### src/rtl/async_fifo_pkg.sv
// Shared helpers for the split dual-clock FIFO: Gray/binary pointer conversion
// and output-buffer sizing, used by both the read-side and write-side ports.
package async_fifo_pkg;

  localparam int OUTBUF_DEPTH = 2;

  // Pointers are ADDR+1 bits wide; the extra MSB is the wrap bit that tells
  // a full memory apart from an empty one when the low address bits match.
  virtual class gray_conv #(parameter int W = 4);
    typedef logic [W-1:0] ptr_t;

    static function ptr_t bin2gray(input ptr_t b);
      return b ^ (b >> 1);
    endfunction

    static function ptr_t gray2bin(input ptr_t g);
      ptr_t b;
      b[W-1] = g[W-1];
      for (int i = W - 2; i >= 0; i--) b[i] = b[i+1] ^ g[i];
      return b;
    endfunction
  endclass

endpackage

### src/rtl/gray_ptr_sync.sv
// Multi-flop synchroniser for a Gray-coded pointer crossing into the clk domain.
// Shared by the read-side and write-side FIFO ports.
module gray_ptr_sync #(
  parameter int WIDTH  = 4,
  parameter int STAGES = 2
) (
  input  logic             clk,
  input  logic             reset,
  input  logic [WIDTH-1:0] d,
  output logic [WIDTH-1:0] q
);

  logic [WIDTH-1:0] stage [STAGES];

  always_ff @(posedge clk or posedge reset) begin
    if (reset) begin
      for (int i = 0; i < STAGES; i++) stage[i] <= '0;
    end else begin
      stage[0] <= d;
      for (int i = 1; i < STAGES; i++) stage[i] <= stage[i-1];
    end
  end

  assign q = stage[STAGES-1];

endmodule

### src/rtl/async_fifo_rd_port.sv
// Read-side port of the dual-clock FIFO: synchronised write pointer, read
// pointer, sync-read RAM port and a 2-entry FWFT output buffer.
// Define ASYNC_FIFO_RD_SYNC3_EN for a 3-flop write-pointer synchroniser.
module async_fifo_rd_port
  import async_fifo_pkg::*;
#(
  parameter  int DEPTH = 8,
  parameter  int WIDTH = 8,
  localparam int ADDR  = $clog2(DEPTH)
) (
  input  logic             rd_clk,
  input  logic             reset,
  input  logic [ADDR:0]    wr_ptr_gray,
  output logic [ADDR:0]    rd_ptr_gray,
  output logic             ram_rd_en,
  output logic [ADDR-1:0]  ram_rd_addr,
  input  logic [WIDTH-1:0] ram_rd_data,
  output logic             m_valid,
  input  logic             m_ready,
  output logic [WIDTH-1:0] m_data,
  output logic             empty,
  output logic [ADDR:0]    rd_level
);

`ifdef ASYNC_FIFO_RD_SYNC3_EN
  localparam int SYNC_STAGES = 3;
`else
  localparam int SYNC_STAGES = 2;
`endif
  localparam int PW = ADDR + 1;

  logic [ADDR:0]    wsync_gray;
  logic [ADDR:0]    wsync_bin;
  logic [ADDR:0]    rd_ptr_bin;
  logic             inflight;
  logic [1:0]       cnt;
  logic [1:0]       occ;
  logic             head;
  logic             tail;
  logic             pop;
  logic             issue;
  logic [WIDTH-1:0] obuf [OUTBUF_DEPTH];

  gray_ptr_sync #(.WIDTH(PW), .STAGES(SYNC_STAGES)) u_wptr_sync (
    .clk   (rd_clk),
    .reset (reset),
    .d     (wr_ptr_gray),
    .q     (wsync_gray)
  );

  assign wsync_bin   = gray_conv#(PW)::gray2bin(wsync_gray);
  assign empty       = (rd_ptr_gray == wsync_gray);
  assign rd_level    = wsync_bin - rd_ptr_bin;
  assign ram_rd_addr = rd_ptr_bin[ADDR-1:0];

  // Stream handshake: a word transfers on any edge where m_valid && m_ready;
  // m_valid never drops and m_data never changes until that transfer happens.
  assign m_valid = (cnt != 2'd0);
  assign m_data  = obuf[head];
  assign pop     = m_valid & m_ready;

  // Buffered plus in-flight words never exceed 2, so occ fits in 2 bits and
  // a read is only launched when its data is guaranteed a buffer slot.
  assign occ       = cnt + {1'b0, inflight} - {1'b0, pop};
  assign issue     = !empty && (occ < 2'(OUTBUF_DEPTH));
  assign ram_rd_en = issue;

  always_ff @(posedge rd_clk or posedge reset) begin
    if (reset) begin
      rd_ptr_bin  <= '0;
      rd_ptr_gray <= '0;
      inflight    <= 1'b0;
      cnt         <= 2'd0;
      head        <= 1'b0;
      tail        <= 1'b0;
    end else begin
      inflight <= issue;
      cnt      <= occ;
      if (issue) begin
        rd_ptr_bin  <= rd_ptr_bin + 1'b1;
        rd_ptr_gray <= gray_conv#(PW)::bin2gray(rd_ptr_bin + 1'b1);
      end
      if (inflight) tail <= ~tail;
      if (pop)      head <= ~head;
    end
  end

  always_ff @(posedge rd_clk) begin
    if (inflight) obuf[tail] <= ram_rd_data;
  end

endmodule

### config.mk
export PLATFORM = sky130hd
export DESIGN_NAME = async_fifo_rd_port
export DESIGN_NICKNAME = d
export VERILOG_FILES = /design/src/rtl/async_fifo_pkg.sv /design/src/rtl/gray_ptr_sync.sv /design/src/rtl/async_fifo_rd_port.sv
export SDC_FILE = /design/constraint.sdc
export NUM_CORES = 1
export LEC_CHECK = 0
export CAP_MARGIN = 30
export CELL_PAD_IN_SITES_DETAIL_PLACEMENT = 0
export CELL_PAD_IN_SITES_GLOBAL_PLACEMENT = 1
export CORE_MARGIN = 2
export CORE_UTILIZATION = 25
export CTS_CLUSTER_SIZE = 24
export DETAILED_ROUTE_END_ITERATION = 12
export GPL_TIMING_DRIVEN = 0
export PLACE_DENSITY = 0.64
export SLEW_MARGIN = 10
export SYNTH_ARGS = -nofsm -noshare
export SYNTH_HDL_FRONTEND = slang
export SYNTH_HIERARCHICAL = 1
export SYNTH_SLANG_ARGS = --single-unit
### constraint.sdc
create_clock -name rd_clk -period 3.1 [get_ports rd_clk]
set_clock_uncertainty 0.05 [all_clocks]
set_input_delay 0.31 -clock rd_clk [delete_from_list [all_inputs] [get_ports rd_clk]]
set_output_delay 0.31 -clock rd_clk [all_outputs]
set_load 0.03 [all_outputs]
Yosys cells after proc, flatten, opt, wreduce, memory -nomap -nowiden
Memories as Yosys holds them, arrays and structs flattened.
Cells that the tools add are included.
{"block": "op_classes", "addsub": 4, "magnitude_cmp": 1, "n_eq_ne": 1, "mux": 2, "n_bitwise": 7, "n_reduce_logical": 3}
{"cell": "$add 4x1->4 const B", "n": 1}
{"cell": "$eq 4x4->1", "n": 1}
{"cell": "$sub 4x4->4", "n": 1}
{"cell": "$xor 4x3->4", "n": 1}
{"cell": "$xor 1x1->1", "n": 3}
{"cell": "$add 2x1->2", "n": 1}
{"cell": "$lt 2x2->1 const B", "n": 1}
{"cell": "$mux 1", "n": 2}
{"cell": "$not 1->1", "n": 2}
{"cell": "$reduce_bool 2->1", "n": 1}
{"cell": "$sub 2x1->2", "n": 1}
{"cell": "$and 1x1->1", "n": 1}
{"cell": "$logic_and 1x1->1", "n": 1}
{"cell": "$logic_not 1->1", "n": 1}
{"block": "word_totals", "regBits": 21, "ramBits": 16, "in_bits": 15, "output_inout_bits": 22, "elab_cells": 27, "mem_count": 1}
{"name": "obuf", "depth": 2, "width": 8, "rd": 1, "rd_ports_with_merged_regs": 0, "wr": 1, "line_no": "async_fifo_rd_port.sv:42", "source": "logic [WIDTH-1:0] obuf [OUTBUF_DEPTH];"}

Logic depth before layout (Yosys ltp)
{"block": "depth", "word_depth": 5, "mapped_depth": 10, "mapped_depth_nobuf": 9}

Hierarchy
The synthesis kept the hierarchy.
{"module": "async_fifo_rd_port", "n_inst": 1, "cells_each": 94, "area_each_um2": 1325.0, "seq_area_each_um2": 780.7}
{"module": "gray_ptr_sync", "n_inst": 1, "cells_each": 13, "area_each_um2": 234.0, "seq_area_each_um2": 200.2}

Worst setup path after synthesis
No wires, ideal clock.
{"block": "synth_path", "path_kind": "reg-to-output", "start": "register u_wptr_sync.stage (netlist bit u_wptr_sync/q[3])", "end": "output port rd_level[2]", "arrival_ns": 2.217, "required_ns": 2.740, "slack_ns": 0.523, "stages_incl_launch_ff": 9, "n_path_buf": 1, "path_cell_list": "dfrtp_1 -> buf_4 -> xor2_1 -> xor2_1 -> xnor2_1 -> ha_1 -> inv_1 -> fa_1 -> xor2_1"}
{"block": "synth_via", "elab_chain_cells": 4}
{"item": "from (decl)", "line_no": "gray_ptr_sync.sv:13", "source": "logic [WIDTH-1:0] stage [STAGES];"}
{"item": "$xor 1x1->1 (*)", "line_no": "async_fifo_pkg.sv:19", "source": "for (int i = W - 2; i >= 0; i--) b[i] = b[i+1] ^ g[i];"}
{"item": "$xor 1x1->1 (2 in a row)", "line_no": "async_fifo_pkg.sv:19"}
{"item": "$sub 4x4->4 (*)", "line_no": "async_fifo_rd_port.sv:53", "source": "assign rd_level = wsync_bin - rd_ptr_bin;"}
{"item": "to (decl)", "line_no": "async_fifo_rd_port.sv:22", "source": "output logic [ADDR:0] rd_level"}
Mark *: on every way between the ends. The rest lies on a longest branch, timed or not.

Worst setup path in the final report
Ends and elaborated chain as after synthesis.

==> flow_metrics.py <==
metrics = {
    "clock_network": {
        "clk_path_buf_depth": 2,
        "clock_latency_ns": 0.29,
        "postCtsHoldBufs": 0,
        "cts_inserted_buffers": 5,
        "cts_tree": "yes",
        "clk_transition_reported_paths_ns": 0.07,
        "clock-sinks": 36,
        "cts_setup_buffers": 0,
        "h-tree-depth": 2,
        "cts_root_buf": "clkbuf_8",
    },
    "synth": {
        "yosysWarnings": 6,
        "synth.distinct_cells": 24,
        "synth.top_cell.area_share_pct": 32.1,
        "syn-cell-area_mm2": 0.00156,
        "ys_seq_elements": 36,
        "synth_flop_cell": "dfrtp_1",
        "syn_nets": 129,
        "synth_edf_count": 16,
        "synth.yosys.seq_area_share_pct": 62.9,
        "synth_cells": 107,
        "postSynthAreaPerCell_um2": 14.6,
        "yosys-top-cells-area": "dfrtp_1, edfxtp_1, xor2_1",
        "synthArstFlopShare_pct": 55.6,
        "ys_top_cells_by_count": "dfrtp_1, edfxtp_1, xor2_1, inv_1, mux2_2",
        "synth_top_cell_by_area": "dfrtp_1",
        "yosysMostFrequentCell": "dfrtp_1",
    },
    "timing": {
        "worst_pin_slew_ns": 0.678,
        "period_needed_ns": 2.81,
        "setup_violations": 0,
        "hold_violations": 0,
        "drv_slew": 0,
        "period_share_pct": 90.6,
        "fmax_mhz": 356,
        "timing.slew.headroom_pct": 54.7,
        "grt_setup_unrepaired": "false",
    },
    "placement": {
        "placed_area_mm2": 0.00201,
        "routabilityCongestion": 0.685,
        "port_buffers": 36,
        "place_hpwl_mm": 2.05,
    },
    "global_routing": {
        "first_global_vias": 922,
        "grt_pass1_wl_mm": 4.57,
        "grt_remaining_overflow": 0,
        "grt_max_degree": 13,
        "grt_usage_pct": 8.72,
        "antenna_found_initial": 0,
    },
    "critical_path": {
        "r2r_cells": 9,
        "endpoint_kind": "output pin",
        "r2r_end": "rd_ptr_bin[1]$_DFFE_PP0P_",
        "cp_cell_sequence": "buf_4 > xor2_2 > xor2_2 > xnor2_1 > ha_1 > inv_1 > fa_1 > xor2_1 > clkbuf_2",
        "cp_max_fo": 3,
        "cpLargestDelayFamily": "XOR/XNOR gates",
        "reg2reg_slack_ns": 0.76,
        "required_ns": 2.74,
        "crit_path_start_kind": "register",
        "path_depth": 9,
        "worstPathArrival_ns": 2.45,
        "startpoint": "u_wptr_sync/q[3]$_DFF_PP0_",
        "crit_slowest_cell": "dfrtp_1",
        "path_buf_inv": 3,
        "slowest_delay_ns": 0.37,
        "worstSetupPathType": "register to output pin",
        "cp_common_cell": "xor2_2",
        "worstReg2RegStart": "cnt[0]$_DFF_PP0_",
    },
    "route": {
        "routed_wl_mm": 2.75,
        "drc_errors": 0,
        "drt_first_pass_iters": 4,
        "vias_per_cell": 3.93,
        "dr_total_vias": 888,
        "wire_per_inst_um": 12.2,
        "first_iter_violations": 4,
        "ant_nets": 0,
    },
    "floorplanning": {
        "dieHeight_um": 83.0,
        "initial_core_util_pct": 26.0,
        "num_rows": 28,
        "core_area_mm2": 0.00599,
        "fp.dieArea_mm2": 0.00688,
        "ios": 37,
        "fp.dieW_um": 83.0,
    },
    "cells_and_area": {
        "finish.instance_area_mm2": 0.00209,
        "drive_gt1_share_pct": 18.5,
        "syn_to_final_growth_pct": 34.3,
        "fill_cells": 593,
        "n_antenna_cell": 0,
        "finalNetCount": 172,
    },
    "flow_run": {
        "drv_cap": 0,
    },
    "hold_path": {
        "hold_path.class": "input pin to async pin",
    },
    "outcome": {
        "status": "finished, final reports clean",
    },
}
[logic make-up after synthesis]
| logic type | count (synthesis) | synth area share [%] |
|---|---|---|
| flops | 36 | 62.9 |
| xor+xnor | 20 | 12.1 |
| buf+inv | 17 | 5.54 |
| simple gates | 12 | 3.77 |
| mux | 9 | 6.74 |
| fa+ha+maj | 7 | 6.10 |
| compound gates | 6 | 2.81 |
[placed cells by master (no fill, tap or decap), types with 2 or more instances in the layout]
cell type         n
buf_4             4
xor2_1           11
o21ai_0           3
edfxtp_1         16
xnor2_1           6
clkdlybuf4s50_1  32
and2_1            2
mux2_2            8
xor2_2            2
clkbuf_1          3
nand2_1           5
dfrtp_1          20
ha_1              6
clkbuf_2          4
inv_1            11
clkbuf_8          5
[per-layer routing]
layer | routed length [um] | vias to the layer above | global-route usage (%)
li1 | - | 433 | -
met1 | 1190 | 412 | 10.2
met2 | 1290 | 35 | 13.4
met3 | 211 | 8 | 3.78
met4 | 63 | 0 | 4.92
met5 | 0 | - | 0
[how the worst max path moves through the flow]
stage,slack (ns),endpoint
finish,0.29,rd_level[2]
global route,0.06,rd_level[2]
CTS,0.005,rd_level[2]
detailed placement,-0.005,rd_level[2]
global placement,0.04,rd_level[2]
floorplan,0.52,rd_level[2]
[what timing repair did]
| action | 4_1_cts | 5_1_grt |
|---|---|---|
| gates cloned | 0 | 0 |
| gates resized for setup | 6 | 8 |
| setup endpoints to repair | 4 | 4 |
[stage by stage]
stage	setup slack [ns]	TNS, ns	instances	utilization [%]	hold slack, ns
after floorplan	0.523	0	107	-	0.0757
after global placement	0.0371	0	218	33.6	0.283
after detailed placement	-0.00533	-0.00533	218	33.6	0.285
after CTS	0.00510	0	226	35.1	0.224
after global routing	0.0630	0	226	34.9	0.266
final	0.290	0	226	34.9	0.226
[cell type report]
cell class,instances,area [um^2],share of cell area (%)
Sequential cell,36,981,46.9
Multi-Input combinational cell,54,507,24.2
Timing Repair Buffer,36,340,16.3
Tap cell,75,93.8,4.48
Clock buffer,7,76.3,3.65
Buffer,6,45.0,2.15
Inverter,11,41.3,1.97
Clock inverter,1,8.76,0.418
[registers in the layout, indices dropped and copies added (netlist names)]
| name | cells |
|---|---|
| rd_ptr_gray | 4 |
| cnt | 2 |
| rd_ptr_bin | 3 |
| obuf | 16 |
| head | 1 |
| u_wptr_sync/stage | 4 |
| tail | 1 |
| inflight | 1 |
| u_wptr_sync/q | 4 |
Power is not shown: default switching activity piles up to over one toggle a cycle in this logic, so the estimate is an artifact.
==> patch 1, RTL diff (same settings) <==
Put a register stage on the output `rd_level`, without a reset. The value now appears one clock later. The other outputs are not delayed to match.
--- a/src/rtl/async_fifo_rd_port.sv
+++ b/src/rtl/async_fifo_rd_port.sv
@@ -50,7 +50,9 @@
 
   assign wsync_bin   = gray_conv#(PW)::gray2bin(wsync_gray);
   assign empty       = (rd_ptr_gray == wsync_gray);
-  assign rd_level    = wsync_bin - rd_ptr_bin;
+  always_ff @(posedge rd_clk) begin
+    rd_level <= wsync_bin - rd_ptr_bin;
+  end
   assign ram_rd_addr = rd_ptr_bin[ADDR-1:0];
 
   // Stream handshake: a word transfers on any edge where m_valid && m_ready;
Check against the original RTL: not equivalent (Yosys sat finds a counterexample within 4 cycles, from zero or initial values and one cycle with reset high).
==> patch 1 against the original RTL <==
- wire length rose by 4.0%
- worst hold slack improved by 0.0060 ns
- count of clock-buffer cells in the layout fell by 1
- worst setup slack improved by 0.050 ns
- synthesized area rose by 5.1%
- non-clock buffer count did not move
- design area rose by 3.9%
- maximum frequency rose by 1.8%
- sequential cell count rose by 4
- sequential share of layout area rose by 1.9 points
- critical endpoint is now ram_rd_en
==> patch 1: results <==
group,metric,value,unit
outcome,status,"finished clean",
place,place_hpwl,2190,µm
setup_path,arrival,2.40,ns
synthesis,netlist_top_cells_area,"dfrtp_1 31%, edfxtp_1 29%, xor2_1 6.9%",
run,cap_violations,0,
cts,cts_setup_buffers,0,
layout,diodes,0,
cts,cts-root-buf,"clkbuf_8",
global_routing,grt_antenna_before_repair,0,
global_routing,grt_pass1_vias,1037,
layout,drive_gt1_share,14.8,%
sta,worst_pin_slew,0.739,ns
power_and_ir_drop,cellLeakagePower,0.895,nW
synthesis,synth-async-reset-ratio,50.0,%
detailed_routing,wl_met1,1210,µm
setup_path,cp_max_fo,10,
place,gp_congestion,0.718,
synthesis,yosysSeqAreaShare,64.7,%
layout,fin_nets,176,
global_routing,grt_pass1_wl,4730,µm
synthesis,synthTopCellsByCount,"20 x dfrtp_1, 16 x edfxtp_1, 13 x xor2_1",
detailed_routing,num_vias,921,
global_routing,track_usage,8.67,%
place,port_buffers,36,
detailed_routing,wl_met3,203,µm
cts,clockBufferDepth,2,
setup_path,critPathLaunchType,"flip-flop",
synthesis,yosysUniqueCellTypes,25,
detailed_routing,drt_iter0_drc,21,
detailed_routing,totalWireLength,2860,µm
layout,largest_reg_flops,16,
synthesis,syn_nets,133,
synthesis,synth_warnings,6,
synthesis,synth_edf_count,16,
detailed_routing,dr_wl_met2,1400,µm
detailed_routing,top_layer,"met4",
power_and_ir_drop,ir_drop,0.000591,V
patch 1: changes by cell type in the layout (fill, tap and decap cells not counted), moves of 2 or more:
cell	delta
dfxtp_1	+4
clkdlybuf4s50_1	+3
xor2_1	+2
clkbuf_2	-3
xor2_2	-2
patch 1: metal layers:
metal / global-route usage [%] / up-vias
li1: - / 447
met1: 9.70 / 431
met2: 14.6 / 37
met3: 3.70 / 6
met4: 3.46 / 0
met5: 0 / -
patch 1: layout make-up:
cell class,count,area (µm²)
clock buffers,6,72.6
multi-input cells,54,492
flip-flops and latches,40,1060
clock inverters,2,11.3
plain buffers,6,45.0
repair buffers,36,355
well taps,77,96.3
inverters,11,41.3
fillers,606,4180
patch 1: worst max-delay path: stages (launching register included):
cell and delay, ns:
dfrtp_1 0.37, or2_2 0.30, and2_1 0.19, ha_1 0.28, inv_1 0.04, ha_1 0.17
xnor3_1 0.25, o41ai_2 0.10, buf_6 0.15, inv_1 0.07, clkbuf_2 0.20
patch 1: final timing paths:
check / slack, ns / end / cells after the start
worst max-delay path: 0.34 / ram_rd_en / 10
worst min-delay path: 0.23 / u_wptr_sync/q[2] / 2
worst max register to register: 0.79 / rd_ptr_bin[1] / 9
worst min register to register: 0.30 / u_wptr_sync/q[3] / 0
max in group asynchronous: 2.38 / cnt[1] / 2
min in group rd_clk: 0.30 / u_wptr_sync/q[3] / 0
patch 1: stage by stage:
stage / util (%) / power [mW] / instance area, µm² / setup slack, ns / std cells
finish: 34.2 / 2.64 / 2170 / 0.339 / 232
global route: 34.2 / 2.83 / 2170 / 0.156 / 232
CTS: 34.3 / 2.70 / 2180 / 0.0847 / 232
detailed placement: 33.0 / 2.37 / 2100 / 0.119 / 224
global placement: 33.0 / 2.33 / 2100 / 0.138 / 224
floorplan: - / 1.88 / 1640 / 0.675 / 111
patch 1: power by group:
group          switching, mW  total, mW  internal [mW]
clock network          0.169      0.325          0.156
registers              0.117      0.883          0.766
logic                  0.785       1.43          0.648
total                   1.07       2.64           1.57
patch 1: kinds of logic (layout without fill, tap and decap cells):
logic type | after synthesis | after routing | synth area share, %
multiplexers | 9 | 9 | 6.41
XOR/XNOR | 20 | 20 | 11.5
buffers and inverters | 17 | 61 | 5.27
flip-flops | 40 | 40 | 64.7
adder cells (fa/ha/maj) | 7 | 7 | 5.80
AO/OA/AOI/OAI | 6 | 6 | 2.67
AND/OR/NAND/NOR | 12 | 12 | 3.59
patch 1: timing repair:
action	in CTS	in global routing
endpoints found under the hold margin	0	0
resized for setup	1	2
endpoints found under the setup margin	1	1
==> patch 2, RTL diff (same flow settings) <==
Made on the original files. Set the parameter `DEPTH` to 4 (it was 8).
--- a/src/rtl/async_fifo_rd_port.sv
+++ b/src/rtl/async_fifo_rd_port.sv
@@ -4,7 +4,7 @@
 module async_fifo_rd_port
   import async_fifo_pkg::*;
 #(
-  parameter  int DEPTH = 8,
+  parameter  int DEPTH = 4,
   parameter  int WIDTH = 8,
   localparam int ADDR  = $clog2(DEPTH)
 ) (
Ports: changed (resized ram_rd_addr, rd_level, rd_ptr_gray and wr_ptr_gray); port bits go from 37 to 33. No check against the original RTL was run, so the function may have changed too.
==> patch 2 against the original RTL <==
- count of clock-buffer cells in the layout decreased by 1
- die area down 14%
- wire length fell by 18%
- sequential cell count shrank 4
- sequential share of layout area is 0.90 points higher
- design area is 12% lower
- synthesized area decreased by 15%
- worst setup slack lost 0.12 ns
==> patch 2: results <==
group,metric,value,unit
synthesis,synthTopCellsByCount,"16 x dfrtp_1, 16 x edfxtp_1, 11 x mux2_2",
detailed_routing,drt_first_pass_iters,3,
global_routing,use_met2,13.9,%
layout,regMostFlops,"obuf",
layout,fin_nets,139,
place,place_inst,183,
setup_path,cp_max_fo,2,
synthesis,synth-async-reset-ratio,50.0,%
outcome,status,"finished clean",
global_routing,track_usage,8.54,%
layout,stdcell_count,191,
global_routing,grt-ovfl-total,0,
synthesis,yosysUniqueCellTypes,17,
detailed_routing,post_drt_wl_per_cell,11.8,µm
place,port_buffers,32,
setup_path,slowest_delay,0.67,ns
sta,relSlewSlack,52.7,%
cts,clockBufferDepth,2,
global_routing,grt_pass1_vias,787,
setup_path,cpMaxStageDelayCell,"clkdlybuf4s50_1",
global_routing,grt_start_max_net_pins,11,
setup_path,r2r_cells,8,
setup_path,rr_endpoint,"rd_ptr_gray[1]",
worst_hold_path,hp-class,"in -> async",
synthesis,synth_ff_type,"edfxtp_1",
synthesis,syn_nets,100,
detailed_routing,drt_iter0_drc,33,
layout,drive_gt1_share,20.7,%
setup_path,r2r_slack,0.67,ns
setup_path,crit_family,"buffers and inverters",
place,place_hpwl,1700,µm
global_routing,grt_antenna_before_repair,0,
setup_path,reg2reg_from,"cnt[0]",
synthesis,yosysSeqAreaShare,66.2,%
layout,fillers,497,
synthesis,avgSynthCellArea,16.4,µm²
place,gp_congestion,0.720,
synthesis,netlist_top_cells_area,"edfxtp_1 36%, dfrtp_1 30%, mux2_2 9.3%",
global_routing,grt_pass1_wl,3710,µm
setup_path,arrival,2.57,ns
global_routing,grt_util_met3,3.76,%
global_routing,met1_usage,9.07,%
detailed_routing,via_per_inst,3.94,
==> patch 2: worst register-to-register path: stages, from the launching register on <==
cell and delay [ns]:
dfrtp_1 0.37, or2_2 0.30, and2_1 0.19, ha_1 0.27
inv_1 0.06, ha_1 0.14, xor3_2 0.30, a31oi_4 0.26
mux2_2 0.37
==> patch 2: logic make-up after synthesis <==
logic type                 count (synthesis)  synth area share (%)
xor gates and xnor gates                  14                  10.4
muxes                                     11                  9.30
adders and majority gates                  5                  5.26
DFF                                       32                  66.2
AOI/OAI and AO/OA                          2                  2.26
buffers and inverters                     12                  4.23
and+or+nand+nor                            5                  2.35
==> patch 2: cell type report <==
type	count	area, µm²	share of cell area [%]
Sequential cell	32	881	47.8
Clock buffer	6	72.6	3.93
Buffer	4	26.3	1.42
Clock inverter	2	35.0	1.90
Tap cell	70	87.6	4.75
Timing Repair Buffer	32	318	17.2
Multi-Input combinational cell	37	394	21.4
Inverter	8	30.0	1.63
==> patch 2: what timing repair did <==
| action | in CTS | in global routing |
|---|---|---|
| cloned | 0 | 0 |
| setup endpoints to repair | 1 | 2 |
| gates resized for setup | 1 | 3 |
==> patch 2: routing by layer <==
layer | share of wire [%] | vias to the layer above
met5 | 0 | -
met4 | 2.4 | 0
met3 | 7.1 | 8
met2 | 50 | 29
met1 | 41 | 365
li1 | - | 351
==> patch 2: worst max-delay path by stage <==
stage,startpoint,end,cells past startpoint
after floorplan,cnt[0],rd_ptr_bin[1],8
after global routing,u_wptr_sync/q[2],rd_level[1],7
final,u_wptr_sync/q[2],rd_level[1],7
after global placement,m_ready,ram_rd_en,8
after CTS,u_wptr_sync/q[2],rd_level[2],8
after detailed placement,m_ready,ram_rd_en,8
==> patch 2: metrics by stage <==
step	hold WS (ns)	setup slack, ns	util, %	power [mW]	cell area [µm²]
2_1_floorplan	0.0510	0.526	-	1.55	1330
3_3_place_gp	0.287	0.101	34.1	1.95	1740
3_5_place_dp	0.292	0.0617	34.1	1.97	1740
4_1_cts	0.234	0.0531	36.1	2.35	1850
5_1_grt	0.238	0.0203	36.1	2.45	1840
6_report	0.237	0.166	36.1	2.30	1840
==> patch 2: report_power, final <==
group          switching [mW]  internal (mW)  total (mW)
clock network           0.145          0.238       0.383
registers              0.0773          0.611       0.688
logic                   0.671          0.560        1.23
total                   0.893           1.41        2.30
